## src/rtl/uart_rx.sv

```systemverilog
// 8N1 UART receiver: double-synchronised line, mid-bit sampling, LSB first.
// Delivers each byte with a one-cycle valid strobe and flags bad stop bits.
module uart_rx #(
    parameter int unsigned SYS_CLOCK     = 50000000,
    parameter int unsigned UART_BAUDRATE = 115200
) (
    input  logic       i_SysClock,
    input  logic       i_ResetN,
    input  logic       i_RxSerial,
    output logic [7:0] o_RxByte,
    output logic       o_RxValid,
    output logic       o_FrameErr,
    output logic       o_RxBusy
);

    localparam int unsigned MAX_CYCLE_CNT  = ((SYS_CLOCK * 10 / UART_BAUDRATE + 5) / 10) - 1;
    localparam int unsigned HALF_CYCLE_CNT = MAX_CYCLE_CNT / 2;
    localparam int unsigned CNT_W          = $clog2(MAX_CYCLE_CNT) + 1;

    typedef enum logic [2:0] {
        IDLE      = 3'd0,
        START_BIT = 3'd1,
        DATA_BITS = 3'd2,
        STOP_BIT  = 3'd3,
        WAIT_IDLE = 3'd4
    } state_t;

    state_t           state;
    logic [1:0]       sync_q;
    logic             rx_s;
    logic [CNT_W-1:0] cycle_count;
    logic [2:0]       bit_count;
    logic [7:0]       shift_reg;

    // Two-flop synchroniser; resets to the idle (high) line level
    always_ff @(posedge i_SysClock) begin
        if (!i_ResetN) begin
            sync_q <= 2'b11;
        end else begin
            sync_q <= {sync_q[0], i_RxSerial};
        end
    end

    assign rx_s = sync_q[1];

    always_ff @(posedge i_SysClock) begin
        if (!i_ResetN) begin
            state       <= IDLE;
            cycle_count <= '0;
            bit_count   <= '0;
            shift_reg   <= '0;
            o_RxByte    <= '0;
            o_RxValid   <= 1'b0;
            o_FrameErr  <= 1'b0;
            o_RxBusy    <= 1'b0;
        end else begin
            o_RxValid  <= 1'b0;
            o_FrameErr <= 1'b0;

            case (state)
                IDLE: begin
                    cycle_count <= '0;
                    if (!rx_s) begin
                        state    <= START_BIT;
                        o_RxBusy <= 1'b1;
                    end
                end

                // Re-check the line half a bit in to reject short glitches
                START_BIT: begin
                    if (cycle_count == CNT_W'(HALF_CYCLE_CNT)) begin
                        cycle_count <= '0;
                        if (!rx_s) begin
                            state     <= DATA_BITS;
                            bit_count <= '0;
                        end else begin
                            state    <= IDLE;
                            o_RxBusy <= 1'b0;
                        end
                    end else begin
                        cycle_count <= cycle_count + CNT_W'(1);
                    end
                end

                DATA_BITS: begin
                    if (cycle_count == CNT_W'(MAX_CYCLE_CNT)) begin
                        cycle_count <= '0;
                        shift_reg   <= {rx_s, shift_reg[7:1]};
                        if (bit_count == 3'd7) begin
                            state <= STOP_BIT;
                        end else begin
                            bit_count <= bit_count + 3'd1;
                        end
                    end else begin
                        cycle_count <= cycle_count + CNT_W'(1);
                    end
                end

                // Leaving at mid-stop-bit lets an immediately following start bit be caught
                STOP_BIT: begin
                    if (cycle_count == CNT_W'(MAX_CYCLE_CNT)) begin
                        cycle_count <= '0;
                        if (rx_s) begin
                            o_RxByte  <= shift_reg;
                            o_RxValid <= 1'b1;
                            state     <= IDLE;
                            o_RxBusy  <= 1'b0;
                        end else begin
                            o_FrameErr <= 1'b1;
                            state      <= WAIT_IDLE;
                        end
                    end else begin
                        cycle_count <= cycle_count + CNT_W'(1);
                    end
                end

                // Hold off until the line is released so a break is not read as 0x00 frames
                WAIT_IDLE: begin
                    cycle_count <= '0;
                    if (rx_s) begin
                        state    <= IDLE;
                        o_RxBusy <= 1'b0;
                    end
                end

                default: begin
                    state       <= IDLE;
                    cycle_count <= '0;
                    o_RxBusy    <= 1'b0;
                end
            endcase
        end
    end

endmodule
```

## config.mk

```make
export PLATFORM = sky130hd
export DESIGN_NAME = uart_rx
export DESIGN_NICKNAME = d
export VERILOG_FILES = /design/src/rtl/uart_rx.sv
export SDC_FILE = /design/constraint.sdc
export NUM_CORES = 1
export LEC_CHECK = 0
export BUFFER_PORTS_ARGS = -buffer_cell sky130_fd_sc_hd__buf_2
export CORE_UTILIZATION = 40
export DETAILED_ROUTE_END_ITERATION = 8
export GPL_ROUTABILITY_DRIVEN = 0
export PLACE_DENSITY = 0.61
export SLEW_MARGIN = 20
export SYNTH_ARGS = -nofsm -noshare
export SYNTH_HDL_FRONTEND = slang
export SYNTH_SLANG_ARGS = --single-unit
```

## constraint.sdc

```tcl
create_clock -name i_SysClock -period 1.75 [get_ports i_SysClock]
set_clock_uncertainty 0.05 [all_clocks]
set_input_delay 0.0875 -clock i_SysClock [delete_from_list [all_inputs] [get_ports i_SysClock]]
set_output_delay 0.0875 -clock i_SysClock [all_outputs]
set_load 0.02 [all_outputs]
```

==> impl_metrics.yaml <==
placement:
  dp_hpwl_um: 2385
  place_ws_ns: 0.07669
  post_dp_cell_area_mm2: 0.001876
  port_buffers: 13
setup_path:
  critical_path.max_fanout: 10
  end_kind: "flip-flop"
  crit_top_cell: "buf_4"
  cp.arrival_ns: 1.82
  crit_required_ns: 1.92
  crit_path_cell_trace: "inv_1, ha_1, nor3b_2, buf_4, a311oi_2, o21ai_2, buf_4, nor2_1"
  reg2reg_setup_slack_ns: 0.10
  cp_slowest_stage_delay_ns: 0.35
  path_class: "flip-flop to flip-flop"
  critPathSlowestCell: "dfxtp_1"
  start_kind: "flip-flop"
cells_and_area:
  num_antenna_cells: 0
  area_delta_synth_final_pct: 16.51
  largest_reg_flops: 10
  final-seq-area_um2: 742.0
  final_cell_area_mm2: 0.002022
  layout-drive-gt1-share_pct: 21.46
  fill_cells: 391
  multiInputGateArea_um2: 909.6
  num-nets-final: 212
pwr:
  power_density_mw_per_mm2: 835.6
  power_leakage_nw: 0.8355
  ir_drop_uv: 461.5
  power.total_mw: 1.689
sta:
  finalCriticalPeriod_ns: 1.649
  hold_viol: 0
  worst_slack_ns: 0.1010
  finalCritPeriodShare_pct: 94.23
  setup_viol: 0
  slew_viol_final: 0
  fmax_ghz: 0.6064
  slew_headroom_pct: 79.56
  tightest_slew_ns: 0.3062
synth:
  synth_top_family_by_area: "simple AND/OR/NAND/NOR gates"
  synth-seq-area-share_pct: 42.68
  synth_area_leader_cell: "dfxtp_1"
  netlist_area_mm2: 0.001735
  yosys.area_share.xor_xnor_pct: 4.037
  synth_edf_count: 0
  synth_cell_types: 43
  syn_inst: 179
  ys_warn_count: 0
  synthMuxAreaShare_pct: 4.614
  yosys.area_share.simple_pct: 29.63
  synth_compound_area_share_pct: 9.301
  synth_top_area_share_pct: 42.68
  ys_ff_latch: 37
  synth_adder_area_share_pct: 4.182
  syn_nets: 187
  async_reset_ff_share_pct: 0
  yosys_most_used_dff: "dfxtp_1"
  netlist_top_cells_area: "dfxtp_1 43%, mux2i_1 4.6%, nand2_1 3.9%"
  syn_area_per_cell_um2: 9.695
hold_path:
  hold_path_class: "input port to flip-flop"
clock_network:
  tritoncts: "yes"
  cts.clk_slew.worst_paths_ns: 0.07
  clkLatencyLatePin_ns: 0.29
  cts_max_path_buffers: 2
  cts-root-buf: "clkbuf_8"
  cts.sinks: 37
  htreeDepth: 2
  cts_buffers: 5
floorplanning:
  start_util_pct: 42.47
  die_area_mm2: 0.004606
  die_w_um: 67.87
  rows: 23
  io_pins: 14
  die_h_um: 67.87
  core_area_mm2: 0.004086
route:
  dr.pass1.iters: 4
  num_vias: 1351
  via_per_inst: 5.298
  routed_wl_um: 3416
  ant_nets: 0
  first_iter_violations: 69
  drc_errors: 0
  post_drt_wl_per_cell_um: 13.40
grt:
  globalRouteOverflowTotal: 0
  grt_pass1_vias: 1178
  grt_util_all_layers_pct: 16.37
  antenna_found_initial: 0
  grt_max_degree: 28
  grt_pass1_wl_um: 5464
flow_run:
  drv_cap: 0
status:
  status: "finished clean"
per-stage QoR:
| step | hold slack (ns) | std cells | TNS, ns | utilization (%) |
|---|---|---|---|---|
| after global placement | 0.2223 | 245 | 0 | 45.90 |
| after CTS | 0.1805 | 254 | 0 | 48.99 |
| after global routing | 0.1901 | 255 | -0.003007 | 49.48 |
| after floorplan | 0.1390 | 179 | 0 | - |
| after detailed placement | 0.2223 | 245 | 0 | 45.90 |
| final | 0.1859 | 255 | 0 | 49.48 |
final cells by class:
cell class                 instances  area share [%]
multi-input combinational        127           44.99
inverter                           7           1.300
sequential                        37           36.70
timing repair buffer              26           8.168
clock inverter                     1           1.485
clock buffer                       7           4.270
tap                               50           3.094
repair_timing:
| action | in CTS | in global routing |
|---|---|---|
| buffers inserted | 0 | 1 |
| setup endpoints to repair | 0 | 22 |
| endpoints found under the hold margin | 1 | 0 |
| hold buffers | 1 | 0 |
| gates resized for setup | 0 | 3 |
cells in the mapped netlist, types with 4 or more instances:
master	count
nand4_1	7
ha_1	5
nor2b_1	9
xor2_1	4
mux2i_1	8
a31oi_1	4
dfxtp_1	37
nor2_1	11
a21boi_0	8
xnor2_1	4
inv_1	7
nand3_1	12
nand2_1	18
kinds of logic (layout without fill, tap and decap cells):
logic type	after synthesis	in the layout
AO/OA/AOI/OAI	21	21
XOR/XNOR	8	8
adder cells (fa/ha/maj)	6	6
buffers and inverters	15	41
flip-flops	37	37
multiplexers	8	8
AND/OR/NAND/NOR	84	84
worst max-delay path, delay by kind of cell, from the launching register on:
kind	cells	cell delay, ns
flops	1	0.35
fa+ha+maj	1	0.18
buf+inv	3	0.37
simple gates	2	0.27
compound gates	2	0.36
final timing paths:
| path | start | end | cells past startpoint |
|---|---|---|---|
| setup / recovery | cycle_count[0]$_SDFF_PN0_ | cycle_count[6]$_SDFF_PN0_ | 8 |
| hold / removal | i_ResetN | sync_q[0]$_SDFF_PN1_ | 3 |
| setup reg to reg | cycle_count[0]$_SDFF_PN0_ | cycle_count[6]$_SDFF_PN0_ | 8 |
| hold reg to reg | sync_q[0]$_SDFF_PN1_ | sync_q[1]$_SDFF_PN1_ | 1 |
report_power, final:
part	internal, mW	switching [mW]
sequential	0.850	0.00902
combinational	0.0345	0.0356
clock	0.464	0.295
total	1.35	0.340
routing by layer:
metal | global-route usage, % | vias up | wire, um
li1 | - | 678 | -
met1 | 21.63 | 637 | 1650
met2 | 24.88 | 31 | 1562
met3 | 4.500 | 5 | 160
met4 | 7.031 | 0 | 42
met5 | 0 | - | 0
placed cells by master, fill, tap and decap left out, types with 2 or more instances in the layout:
cell type and count:
xor2_1 4, inv_1 7, nand4_1 7, nand3_1 12, and4b_1 3, clkbuf_8 6
a31oi_1 4, o32ai_1 3, and2_1 2, buf_2 13, nor2_1 11, nand2_1 18
ha_1 5, nor3b_1 2, nor2b_1 9, nand2b_1 3, a21boi_0 8, mux2i_1 8
dfxtp_1 36, xnor2_1 4, buf_4 12, nor3_1 3
No activity file was read; power rests on OpenSTA's default activity.
